===== src/rtl/sync_fifo_flex.sv =====
// Single-clock ready/valid FIFO for arbitrary depth, with optional output register,
// occupancy flags, synchronous flush and a clearable high-water mark.
module sync_fifo_flex #(
   parameter int DATA_WIDTH         = 32,
   parameter int DEPTH              = 8,
   parameter int OUT_REG            = 0,
   parameter int ALMOST_FULL_THRES  = DEPTH - 2,
   parameter int ALMOST_EMPTY_THRES = 1,
   parameter int CNT_W              = $clog2(DEPTH + 2)
) (
   input  logic                  clk,
   input  logic                  rst_n,
   input  logic                  i_flush,
   input  logic                  i_clr_hwm,
   input  logic [DATA_WIDTH-1:0] i_wdata,
   input  logic                  i_wvalid,
   output logic                  o_wready,
   output logic [DATA_WIDTH-1:0] o_rdata,
   output logic                  o_rvalid,
   input  logic                  i_rready,
   output logic [CNT_W-1:0]      o_count,
   output logic                  o_almost_full,
   output logic                  o_almost_empty,
   output logic [CNT_W-1:0]      o_hwm
);

   localparam int               PTR_W    = (DEPTH > 2) ? $clog2(DEPTH) : 1;
   localparam logic [PTR_W-1:0] LAST_PTR = PTR_W'(DEPTH - 1);
   localparam logic [CNT_W-1:0] DEPTH_C  = CNT_W'(DEPTH);
   localparam logic [CNT_W-1:0] AF_C     = CNT_W'(ALMOST_FULL_THRES);
   localparam logic [CNT_W-1:0] AE_C     = CNT_W'(ALMOST_EMPTY_THRES);

   if (DEPTH < 2) begin : g_bad_depth
      $fatal(1, "sync_fifo_flex: DEPTH must be at least 2");
   end
   if (OUT_REG != 0 && OUT_REG != 1) begin : g_bad_out_reg
      $fatal(1, "sync_fifo_flex: OUT_REG must be 0 or 1");
   end
   if (ALMOST_FULL_THRES < 0 || ALMOST_FULL_THRES > DEPTH + OUT_REG) begin : g_bad_af
      $fatal(1, "sync_fifo_flex: ALMOST_FULL_THRES out of range");
   end
   if (ALMOST_EMPTY_THRES < 0 || ALMOST_EMPTY_THRES > DEPTH + OUT_REG) begin : g_bad_ae
      $fatal(1, "sync_fifo_flex: ALMOST_EMPTY_THRES out of range");
   end

   logic [DATA_WIDTH-1:0] r_mem [DEPTH];
   logic [PTR_W-1:0]      r_wr_ptr;
   logic [PTR_W-1:0]      r_rd_ptr;
   logic [CNT_W-1:0]      r_mem_cnt;
   logic [CNT_W-1:0]      r_hwm;
   logic [CNT_W-1:0]      w_out_cnt;
   logic [CNT_W-1:0]      w_count;
   logic                  w_wr_en;
   logic                  w_mem_rd;
   logic                  w_rd_hs;

   function automatic logic [PTR_W-1:0] f_inc(input logic [PTR_W-1:0] p);
      return (p == LAST_PTR) ? '0 : p + 1'b1;
   endfunction

   // Ready looks only at registered occupancy, so a full FIFO never passes through.
   assign o_wready = (r_mem_cnt < DEPTH_C);
   assign w_wr_en  = i_wvalid && o_wready && !i_flush;
   assign w_rd_hs  = o_rvalid && i_rready;

   if (OUT_REG == 1) begin : g_out_reg
      logic                  r_out_vld;
      logic [DATA_WIDTH-1:0] r_out_data;
      logic                  w_load;

      // Refill the output register whenever it is empty or being emptied this cycle.
      assign w_load   = (r_mem_cnt != '0) && (!r_out_vld || i_rready);
      assign w_mem_rd = w_load && !i_flush;

      always_ff @(posedge clk or negedge rst_n) begin
         if (!rst_n) begin
            r_out_vld  <= 1'b0;
            r_out_data <= '0;
         end else if (i_flush) begin
            r_out_vld  <= 1'b0;
         end else if (w_load) begin
            r_out_vld  <= 1'b1;
            r_out_data <= r_mem[r_rd_ptr];
         end else if (w_rd_hs) begin
            r_out_vld  <= 1'b0;
         end
      end

      assign o_rvalid  = r_out_vld;
      assign o_rdata   = r_out_data;
      assign w_out_cnt = {{(CNT_W-1){1'b0}}, r_out_vld};
   end else begin : g_no_out_reg
      assign o_rvalid  = (r_mem_cnt != '0);
      assign o_rdata   = r_mem[r_rd_ptr];
      assign w_mem_rd  = w_rd_hs && !i_flush;
      assign w_out_cnt = '0;
   end

   always_ff @(posedge clk) begin
      if (w_wr_en) begin
         r_mem[r_wr_ptr] <= i_wdata;
      end
   end

   always_ff @(posedge clk or negedge rst_n) begin
      if (!rst_n) begin
         r_wr_ptr  <= '0;
         r_rd_ptr  <= '0;
         r_mem_cnt <= '0;
      end else if (i_flush) begin
         r_wr_ptr  <= '0;
         r_rd_ptr  <= '0;
         r_mem_cnt <= '0;
      end else begin
         if (w_wr_en) begin
            r_wr_ptr <= f_inc(r_wr_ptr);
         end
         if (w_mem_rd) begin
            r_rd_ptr <= f_inc(r_rd_ptr);
         end
         if (w_wr_en && !w_mem_rd) begin
            r_mem_cnt <= r_mem_cnt + 1'b1;
         end else if (!w_wr_en && w_mem_rd) begin
            r_mem_cnt <= r_mem_cnt - 1'b1;
         end
      end
   end

   assign w_count        = r_mem_cnt + w_out_cnt;
   assign o_count        = w_count;
   assign o_almost_full  = (w_count >= AF_C);
   assign o_almost_empty = (w_count <= AE_C);

   // Flush leaves the statistic alone; clear snapshots the current occupancy.
   always_ff @(posedge clk or negedge rst_n) begin
      if (!rst_n) begin
         r_hwm <= '0;
      end else if (i_clr_hwm) begin
         r_hwm <= w_count;
      end else if (w_count > r_hwm) begin
         r_hwm <= w_count;
      end
   end

   assign o_hwm = r_hwm;

   a_rdata_stable : assert property (@(posedge clk) disable iff (!rst_n)
      (o_rvalid && !i_rready && !i_flush) |=> $stable(o_rdata));
   a_cnt_bound : assert property (@(posedge clk) disable iff (!rst_n)
      r_mem_cnt <= DEPTH_C);
   a_no_wr_full : assert property (@(posedge clk) disable iff (!rst_n)
      w_wr_en |-> o_wready);
   a_no_rd_empty : assert property (@(posedge clk) disable iff (!rst_n)
      w_mem_rd |-> (r_mem_cnt != '0));

endmodule


===== config.mk =====
export PLATFORM = sky130hd
export DESIGN_NAME = sync_fifo_flex
export DESIGN_NICKNAME = d
export VERILOG_FILES = /design/src/rtl/sync_fifo_flex.sv
export SDC_FILE = /design/constraint.sdc
export NUM_CORES = 1
export LEC_CHECK = 0
export CORE_MARGIN = 2
export CORE_UTILIZATION = 52
export DETAILED_ROUTE_END_ITERATION = 16
export GPL_TIMING_DRIVEN = 0
export MAX_ROUTING_LAYER = met4
export PLACE_DENSITY = 0.77
export SLEW_MARGIN = 30
export SYNTH_ARGS = -nofsm -noshare
export SYNTH_HDL_FRONTEND = slang
export SYNTH_SLANG_ARGS = --single-unit

===== constraint.sdc =====
create_clock -name clk -period 3.5 [get_ports clk]
set_input_delay 0.35 -clock clk [delete_from_list [all_inputs] [get_ports clk]]
set_output_delay 0.35 -clock clk [all_outputs]
set_load 0.05 [all_outputs]

After elaboration in Yosys (flattened, before gate mapping) --
Memory sizes are Yosys's and may differ from the RTL's. Index checks and enable logic that the tools add are counted. Widths: inputs -> output; s select.
Storage, ports and cells: input port bits 38, word-level logic and storage cells 42, bits in writable memories 256, output and inout port bits 44, bits in registers 14, memories kept 1
Memories:
- r_mem | depth 8, width 32, read ports 1, clocked after Yosys merged registers in 0, write ports 1, RTL line 46 | logic [DATA_WIDTH-1:0] r_mem [DEPTH];
Cells by class: equality and inequality tests 2, order comparisons 4, add/sub/neg operators 4, reductions and logical operators 14, multiplexer cells 13
Operator list (count):
- $mux 4 | 5
- $mux 3 | 6
- $add 3x1->3 const B | 2
- $eq 3x3->1 const B | 2
- $logic_and 1x1->1 | 6
- $reduce_bool 2->1 | 3
- $add 4x1->4 const B | 1
- $ge 4x3->1 const B | 1
- $gt 4x4->1 | 1
- $le 4x1->1 const B | 1
- $lt 4x4->1 const B | 1
- $reduce_bool 4->1 | 1
- $sub 4x1->4 const B | 1
- $logic_not 1->1 | 3
- $reduce_bool 3->1 | 1
- $mux 1 | 2

Logic depth before layout (Yosys ltp) --
Gate-level depths: netlist of run 1.
depth in word-level cells 8, mapped depth 7, mapped depth without buffers 7

Least setup slack after synthesis of run 1 --
No wires, ideal clock.
path kind reg2reg, start register r_mem_cnt[3], end memory r_mem[0][0] (enable), required time 3.039 ns, buffers on the path 1, setup slack -0.546 ns, data arrival time 3.585 ns, library setup time 0.461 ns, cell stages (with the launch flop) 5, clock period less this slack 4.046 ns, cells stage by stage dfrtp_1 > nand2b_1 > buf_4 > or3_1 > nor3_1
Between the ends: word-level cells in the longest chain between the ends 5
RTL lines:
- start: declaration | RTL line 49 | logic [CNT_W-1:0] r_mem_cnt;
- start signal: assignment | RTL line 122 | r_mem_cnt <= r_mem_cnt + 1'b1;
- start signal: assignment | RTL line 124 | r_mem_cnt <= r_mem_cnt - 1'b1;
- $lt 4x4->1 | RTL line 62 | assign o_wready = (r_mem_cnt < DEPTH_C);
- $logic_and 1x1->1 (2 in a row) | RTL line 63 | assign w_wr_en = i_wvalid && o_wready && !i_flush;
- $mux 1 | RTL line 100 | if (w_wr_en) begin
- $mux 1 (not written as such) | RTL line 101 | r_mem[r_wr_ptr] <= i_wdata;
- end: declaration | RTL line 46
No other way between the ends.

Final worst setup path of run 1 --
start register r_rd_ptr[2], end output port o_rdata[12]
Between the ends: word-level cells in the longest chain between the ends 1
RTL lines:
- start: declaration | RTL line 48 | logic [PTR_W-1:0] r_rd_ptr;
- start signal: assignment | RTL line 119 | r_rd_ptr <= f_inc(r_rd_ptr);
- $mem_v2 8x32
- end: declaration | RTL line 18 | output logic [DATA_WIDTH-1:0] o_rdata,
No other way between the ends.

==> run_results.csv, run 1 <==
group,metric,value,unit
outcome,outcome,"complete, no violations",
layout,layout-drive-gt1-share,29.6,%
floorplanning,die_x,147,um
route,drt-total-wl,20400,um
floorplanning,initial_core_util,52.8,%
global_routing,grt_max_degree,19,
clocking,clockRootBuffer,"clkbuf_16",
synthesis,async_flop_share,5.19,%
clocking,cts.path.max_buffers,3,
floorplanning,fp.dieH,147,um
floorplanning,die_area,0.0216,mm^2
route,via_per_inst,5.59,
floorplanning,core.rowCount,52,
layout,syn2layout_area_growth,22.7,%
synthesis,synth_cells,475,
synthesis,syn_area_per_cell,22.3,um^2
critical_path,path_delay_family,"buffers and inverters",
critical_path,critPathKind,"register to output pin",
critical_path,cp.arrival,3000,ps
critical_path,worstPathCellList,"buf_1 > clkbuf_1 > mux2_2 > clkdlybuf4s50_1",
synthesis,synthesis.area,0.0106,mm^2
placed_design,portBuffers,81,
synthesis,synth_edf_count,256,
clocking,ctsHtreeMaxLevel,1,
synthesis,synth_warnings,0,
timing,slew_viol_final,0,
synthesis,ys_types,37,
route,drcViolationCount,0,
global_routing,grt_use_met1,25.7,%
timing,timing.final.crit_share,95.6,%
placed_design,hpwlAfterDp,13000,um
critical_path,slowest_delay,710,ps
critical_path,path_buf_inv,3,
route,vias,4993,
route,drt_iter0_markers,382,
critical_path,critPathLaunchType,"register",
pwr,vdd_drop_max,791,uV
pwr,p_total,0.00896,W
clocking,cts.clk_slew.worst_paths,60,ps
global_routing,grt.busiest_layer,"met2",
global_routing,use_met2,33.9,%
timing,fin_crit,3350,ps
critical_path,critPathRequiredTime,3150,ps
global_routing,use_met3,3.82,%
timing,fin_ws,154,ps
timing,finalHoldViolations,0,
timing,fmax,299,MHz
global_routing,grt_antenna_before_repair,0,
layout,fin_nets,652,
placed_design,place_area,0.0121,mm^2
clocking,postCtsSetupBuffers,0,
clocking,postCtsResizedCells,3,
clocking,worst_skew_pair.late_latency,520,ps
route,wl_per_cell,22.8,um
synthesis,seq_area_frac_synth,75.7,%
synthesis,synthFlopType,"edfxtp_1",
floorplanning,design.portCount,82,
global_routing,grt_pass1_vias,5462,
critical_path,cp_slowest_cell,"clkdlybuf4s50_1",
timing,worstMarginPinSlew,776,ps
timing,relSlewSlack,48.3,%
critical_path,setup.worst_path.end_class,"output pin",
hold_path,hp-class,"input port to asynchronous set/reset pin",
global_routing,grtUsageTotal,20.2,%
route,first_pass_iters,4,
timing,rsz0062_at_grt,"false",
clocking,cts_hold_buf,0,
critical_path,critPathMaxFanout,10,
pwr,powerDensity,688,mW/mm^2
clocking,clock-sinks,270,
pwr,cellLeakagePower,4.21,nW
layout,finalInstanceArea,0.0130,mm^2
placed_design,place_ws,503,ps
layout,utilization,64.8,%
layout,fillers,1272,
run,cap_violations,0,
global_routing,grt_first_pass_wirelength,31700,um
route,ant_nets,0,
clocking,cts_buffers,28,
clocking,cts_tree,"done",
timing,fin_setup_tns,0,ps
timing,setup_viol,0,
floorplanning,core_area,0.0201,mm^2
global_routing,globalRoute.totalOverflow,0,
synthesis,syn_nets,525,
timing,clock_skew,7.20,ps
synthesis,synth.ff_latch_count,270,
placed_design,gp_routability_congestion,0.819,
-- logic make-up after synthesis --
| kind of cell | synth area share (%) |
|---|---|
| flops | 75.7 |
| mux | 17.7 |
| simple gates | 2.04 |
| buf+inv | 1.52 |
| xor+xnor | 0.165 |
| compound gates | 1.46 |
| fa+ha+maj | 1.41 |
-- registers in the layout (all words and copies together) (netlist names) --
register   flops
r_rd_ptr       3
r_mem        256
r_mem_cnt      4
o_hwm          4
r_wr_ptr       3
-- layer usage --
layer,part of all wire (%),routed length [um]
met5,0,0
met3,7.0,1430
met2,52,10500
met4,1.4,278
met1,40,8150
-- path summary, 6_finish.rpt --
kind                                           from                        to  slack (ps)  cells after the start
setup / recovery            r_rd_ptr[2]$_DFFE_PN0P_               o_rdata[12]         150                      4
hold / removal                                rst_n  r_mem_cnt[0]$_DFFE_PN0P_         240                      1
setup reg to reg           r_mem_cnt[3]$_DFFE_PN0P_    r_mem[0][16]$_DFFE_PP_         950                      6
hold reg to reg                o_hwm[2]$_DFFE_PN0P_      o_hwm[2]$_DFFE_PN0P_         540                      1
max in group asynchronous                     rst_n   r_rd_ptr[1]$_DFFE_PN0P_        2830                      1
min in group clk               o_hwm[2]$_DFFE_PN0P_      o_hwm[2]$_DFFE_PN0P_         540                      1
-- cell usage after synthesis, types with 3 or more instances --
cell type / number / share of area, %
nor2_1: 12 / 0.42
buf_6: 6 / 0.64
nand2_1: 11 / 0.39
clkbuf_1: 4 / 0.14
a21oi_1: 8 / 0.38
nand2b_1: 5 / 0.29
inv_1: 7 / 0.25
mux2i_1: 4 / 0.38
dfrtp_1: 14 / 3.3
mux4_2: 61 / 13
buf_1: 4 / 0.14
edfxtp_1: 256 / 72
nor3_1: 5 / 0.24
mux2_2: 34 / 3.6
ha_1: 12 / 1.4
mux4_1: 3 / 0.74
buf_2: 6 / 0.28
-- per-stage QoR --
stage	hold WS (ps)	instances
global route	265	892
detailed placement	531	842
CTS	232	892
floorplan	54.4	475
finish	236	893
global placement	527	826
-- area by class of cell --
cell class	instances	area [um^2]	area share (%)
Antenna cell	1	2.50	0.0192
Multi-Input combinational cell	177	2480	19.1
Tap cell	270	338	2.59
Sequential cell	270	8040	61.7
Clock inverter	19	153	1.17
Timing Repair Buffer	97	1120	8.57
Inverter	7	26.3	0.202
Clock buffer	31	733	5.63
Buffer	21	139	1.07
-- report_power, final --
part | internal (W) | switching (W)
logic | 0.00100 | 0.00139
clock network | 0.00165 | 0.00116
registers | 0.00367 | 0.0000860
total | 0.00632 | 0.00264
-- layout by cell type, fill, tap and decap left out, types with 7 or more instances in the layout --
cell and count:
buf_16 7, nand2_1 11, dfrtp_1 14, mux4_2 61, clkinv_2 7, mux2_2 34
edfxtp_1 256, buf_6 12, buf_2 9, inv_1 7, clkdlybuf4s50_1 81, clkbuf_16 29
ha_1 12, a21oi_1 8
Note: power is estimated with default switching activity, not from simulation.
==> run 2: changes to the inputs <==
CORE_UTILIZATION = 62   (was 52)
PLACE_DENSITY = 0.86   (was 0.77)
clock period = 3.9 ns   (was 3.5 ns; I/O delays follow)
==> run 2 against run 1 <==
Total power fell by 11%. Sequential power fell by 10%. Sequential share of layout area rose by 0.92 points. Wire length rose by 2.8%. Global-route usage rose by 4.8 points. Via count rose by 4.6%. Count of clock-buffer cells in the layout did not move. Clock power fell by 13%. Critical path depth rose by 1. Register-to-register slack improved by 310 ps. Combinational power fell by 9.6%.
==> run_results.csv, run 2 (synthesis results as in run 1) <==
group,metric,value,unit
clocking,cts_tree,"done",
critical_path,critPathMaxFanout,10,
timing,timing.final.crit_share,92.1,%
floorplanning,initial_core_util,63.8,%
floorplanning,core.rowCount,47,
global_routing,grt_pass1_vias,5635,
placed_design,gp_routability_congestion,0.783,
clocking,cts_hold_buf,0,
timing,finalHoldViolations,0,
timing,clock_skew,8.07,ps
pwr,vdd_drop_max,497,uV
outcome,outcome,"complete, no violations",
global_routing,grt_first_pass_wirelength,32400,um
pwr,powerDensity,623,mW/mm^2
critical_path,critPathRequiredTime,3510,ps
layout,layout-drive-gt1-share,27.8,%
critical_path,slowest_delay,710,ps
route,first_pass_iters,5,
timing,fmax,278,MHz
layout,top_register,"r_mem",
critical_path,critPathLaunchType,"register",
timing,fin_crit,3590,ps
route,via_per_inst,6.25,
layout,finalInstanceArea,0.0128,mm^2
floorplanning,die_area,0.0182,mm^2
critical_path,r2r_slack,1260,ps
global_routing,grt_max_degree,20,
clocking,clockRootBuffer,"clkbuf_16",
layout,utilization,77.1,%
global_routing,globalRoute.totalOverflow,0,
clocking,postCtsSetupBuffers,0,
timing,relSlewSlack,46.4,%
critical_path,path_buf_inv,3,
layout,mostFrequentLayoutCell,"edfxtp_1",
route,ant_nets,0,
layout,fin_nets,647,
route,wl_per_cell,25.1,um
placed_design,place_ws,886,ps
clocking,cts_buffers,26,
run,cap_violations,0,
critical_path,r2r_start,"r_mem_cnt[3]$_DFFE_PN0P_",
critical_path,worstPathCellList,"buf_2 > buf_1 > mux4_2 > mux2_2 > clkdlybuf4s50_1",
placed_design,place_area,0.0120,mm^2
critical_path,r2r.worst_path.cells,7,
placed_design,portBuffers,81,
layout,diodes,0,
clocking,worst_skew_pair.late_latency,520,ps
floorplanning,die_x,135,um
critical_path,path_delay_family,"buffers and inverters",
global_routing,grt_antenna_before_repair,0,
route,drt-total-wl,20900,um
floorplanning,design.portCount,82,
timing,fin_ws,307,ps
layout,most-common-layout-cells,"256 x edfxtp_1, 81 x clkdlybuf4s50_1, 61 x mux4_2",
timing,rsz0062_at_grt,"false",
critical_path,r2r-end,"r_mem[1][15]$_DFFE_PP_",
route,vias,5224,
floorplanning,core_area,0.0166,mm^2
timing,slew_viol_final,0,
clocking,cts.path.max_buffers,3,
critical_path,critPathKind,"register to output pin",
clocking,postCtsResizedCells,0,
floorplanning,fp.dieH,135,um
hold_path,hp-class,"input port to asynchronous set/reset pin",
clocking,cts.clk_slew.worst_paths,60,ps
clocking,ctsHtreeMaxLevel,1,
critical_path,cp_slowest_cell,"clkdlybuf4s50_1",
pwr,cellLeakagePower,4.15,nW
global_routing,grtUsageTotal,25.1,%
timing,setup_viol,0,
timing,worstMarginPinSlew,800,ps
layout,largest_reg_flops,256,
critical_path,setup.worst_path.end_class,"output pin",
placed_design,hpwlAfterDp,12900,um
layout,syn2layout_area_growth,20.9,%
route,drt_iter0_markers,389,
route,drcViolationCount,0,
clocking,clock-sinks,270,
critical_path,cp.arrival,3200,ps
run 2: cell types whose count changed in the layout (fill, tap and decap cells not counted), moves of 3 or more:
| cell | change |
|---|---|
| clkinv_2 | -3 |
| buf_2 | -3 |
| buf_4 | +4 |
| buf_6 | -4 |
| buf_1 | +3 |
run 2: final cells by class:
type | instances | area, um^2
Sequential cell | 270 | 8040
Fill cell | 819 | 3810
Multi-Input combinational cell | 177 | 2480
Timing Repair Buffer | 94 | 1040
Clock buffer | 31 | 691
Tap cell | 220 | 275
Clock inverter | 16 | 151
Buffer | 21 | 135
Inverter | 7 | 26.3
run 2: routing by layer:
layer	part of all wire, %	vias to the layer above	track usage (%)
li1	-	2222	-
met1	39	2724	32.7
met2	53	237	42.2
met3	6.6	41	3.72
met4	2.1	0	6.84
met5	0	-	-
run 2: worst max path at each step:
stage,from,endpoint,cells after the start
5_1_grt,r_rd_ptr[1]$_DFFE_PN0P_,o_rdata[14],5
2_1_floorplan,r_mem_cnt[3]$_DFFE_PN0P_,r_mem[1][0]$_DFFE_PP_,5
3_3_place_gp,i_wvalid,r_mem[1][20]$_DFFE_PP_,6
6_report,r_rd_ptr[1]$_DFFE_PN0P_,o_rdata[30],5
3_5_place_dp,r_rd_ptr[1]$_DFFE_PN0P_,o_rdata[14],5
4_1_cts,r_rd_ptr[1]$_DFFE_PN0P_,o_rdata[14],5
run 2: per-stage QoR:
stage	setup TNS, ps	power [W]	cells	hold slack (ps)
2_1_floorplan	0	0.00494	475	94.4
3_3_place_gp	-171750	0.00551	776	526
3_5_place_dp	0	0.00559	789	539
4_1_cts	0	0.00804	836	310
5_1_grt	0	0.00826	836	334
6_report	0	0.00799	836	299
run 2: where the power goes:
part / switching, W / internal (W) / leakage (nW)
registers: 0.0000763 / 0.00329 / 2.50
clock network: 0.00100 / 0.00145 / 0.407
logic: 0.00127 / 0.000901 / 1.25
total: 0.00235 / 0.00565 / 4.15
run 2: worst reg2reg max path, stage by stage, from the launching register on:
cell	delay, ps
dfrtp_1	480
nand2b_1	200
buf_4	170
nor2_1	90
nand2_1	220
nor3_2	680
buf_4	320
buf_4	200
==> run 3: changes to the inputs <==
SLEW_MARGIN = not set   (was 30)
==> run 3 against run 2 <==
Wire length is 1.5% higher. Maximum frequency is 0.15% lower. Sequential share of layout area is 0.11 points lower. Critical path depth did not move. Die area is the same. Flip-flop and latch count unchanged. Register-to-register slack gained 80 ps. Final cell count is 0.12% lower. Utilization is 0.14 points higher. First-iteration DRC count rose by 21%. Design area rose by 0.18%. Combinational power about the same. Largest cell class unchanged.
==> run_results.csv, run 3 (synthesis results as in run 1) <==
group,metric,value,unit
outcome,outcome,"complete, no violations",
route,drcViolationCount,0,
layout,fin_nets,645,
critical_path,critPathKind,"register to output pin",
placed_design,place_ws,826,ps
global_routing,grt_max_degree,27,
clocking,worst_skew_pair.late_latency,530,ps
timing,fin_ws,301,ps
clocking,clock-sinks,270,
route,drt-total-wl,21300,um
timing,relSlewSlack,43.1,%
placed_design,gp_routability_congestion,0.783,
critical_path,r2r.worst_path.cells,7,
layout,largest_reg_flops,256,
critical_path,critPathMaxFanout,10,
timing,clock_skew,10.6,ps
critical_path,critPathRequiredTime,3510,ps
route,ant_nets,0,
clocking,cts_buffers,26,
layout,layout-drive-gt1-share,28.3,%
pwr,p_total,0.00808,W
critical_path,path_delay_family,"buffers and inverters",
floorplanning,fp.dieH,135,um
critical_path,r2r_slack,1340,ps
floorplanning,design.portCount,82,
timing,timing.final.crit_share,92.3,%
critical_path,setup.worst_path.end_class,"output pin",
pwr,vdd_drop_max,641,uV
layout,mostFrequentLayoutCell,"edfxtp_1",
clocking,cts_tree,"done",
layout,utilization,77.3,%
route,wl_per_cell,25.5,um
global_routing,grt_antenna_before_repair,0,
placed_design,portBuffers,81,
timing,fin_crit,3600,ps
floorplanning,initial_core_util,63.8,%
critical_path,path_buf_inv,3,
floorplanning,core.rowCount,47,
timing,setup_viol,0,
floorplanning,core_area,0.0166,mm^2
layout,multi_input_area,0.00248,mm^2
floorplanning,die_x,135,um
timing,rsz0062_at_grt,"false",
global_routing,grtUsageTotal,25.5,%
layout,ff_latch_area,0.00804,mm^2
clocking,postCtsResizedCells,0,
floorplanning,die_area,0.0182,mm^2
critical_path,cp.arrival,3210,ps
pwr,powerDensity,628,mW/mm^2
route,drt_iter0_markers,472,
run,cap_violations,0,
critical_path,r2r_start,"r_mem_cnt[3]$_DFFE_PN0P_",
timing,fin_setup_tns,0,ps
hold_path,hp-class,"input port to asynchronous set/reset pin",
clocking,postCtsSetupBuffers,0,
route,vias,5221,
timing,slew_viol_final,0,
global_routing,grt_first_pass_wirelength,32700,um
critical_path,cp_slowest_cell,"clkdlybuf4s50_1",
layout,diodes,0,
layout,fillers,824,
global_routing,grt_pass1_vias,5658,
pwr,cellLeakagePower,4.16,nW
clocking,clockRootBuffer,"clkbuf_16",
placed_design,hpwlAfterDp,12700,um
clocking,cts.path.max_buffers,3,
layout,syn2layout_area_growth,21.1,%
critical_path,worstPathCellList,"buf_2 > buf_1 > mux4_1 > mux2_2 > clkdlybuf4s50_1",
layout,most-common-layout-cells,"256 x edfxtp_1, 81 x clkdlybuf4s50_1, 61 x mux4_2",
critical_path,slowest_delay,700,ps
timing,worstMarginPinSlew,853,ps
critical_path,r2r-end,"r_mem[1][13]$_DFFE_PP_",
clocking,ctsHtreeMaxLevel,1,
timing,fmax,278,MHz
critical_path,setup.worst_path.start,"r_rd_ptr[1]$_DFFE_PN0P_",
global_routing,globalRoute.totalOverflow,0,
clocking,cts_hold_buf,0,
clocking,cts.clk_slew.worst_paths,60,ps
layout,top_register,"r_mem",
route,first_pass_iters,4,
timing,finalHoldViolations,0,
critical_path,critPathLaunchType,"register",
route,via_per_inst,6.25,
## run 3: where the power goes
group / internal (W) / total, W / switching, W
clock network: 0.00151 / 0.00253 / 0.00102
logic: 0.000905 / 0.00218 / 0.00127
registers: 0.00329 / 0.00337 / 0.0000770
total: 0.00571 / 0.00808 / 0.00237
## run 3: worst max-delay path by stage
stage | endpoint | slack, ps | cells after the start
finish | o_rdata[25] | 300 | 5
global route | o_rdata[25] | 170 | 5
CTS | o_rdata[25] | 260 | 5
detailed placement | o_rdata[25] | 830 | 5
global placement | r_mem[1][20]$_DFFE_PP_ | -1960 | 6
floorplan | r_mem[1][0]$_DFFE_PP_ | 40 | 5
## run 3: worst reg2reg max path: cells and delay by family, from the launching register on
| kind | cells | cell delay, ps |
|---|---|---|
| flops | 1 | 470 |
| buf+inv | 3 | 580 |
| simple gates | 4 | 1210 |
## run 3: through the flow
stage / hold WS, ps / cell area [um^2] / cells
2_1_floorplan: 94.4 / 10600 / 475
3_3_place_gp: 526 / 11700 / 776
3_5_place_dp: 535 / 12000 / 787
4_1_cts: 286 / 12900 / 835
5_1_grt: 307 / 12900 / 835
6_report: 271 / 12900 / 835
## run 3: routing by layer
| metal | up-vias | track usage (%) | share of wire [%] |
|---|---|---|---|
| met5 | - | - | 0 |
| met4 | 0 | 8.89 | 2.7 |
| met3 | 45 | 4.35 | 6.5 |
| met2 | 227 | 41.9 | 52 |
| met1 | 2735 | 32.7 | 39 |
| li1 | 2214 | - | - |
## run 3: final cells by class
| type | instances | share of cell area [%] |
|---|---|---|
| inverter | 7 | 0.204 |
| tap | 220 | 2.14 |
| buffer | 21 | 1.05 |
| sequential | 270 | 62.5 |
| clock inverter | 10 | 0.788 |
| timing repair buffer | 92 | 8.01 |
| clock buffer | 38 | 6.04 |
| multi-input combinational | 177 | 19.3 |
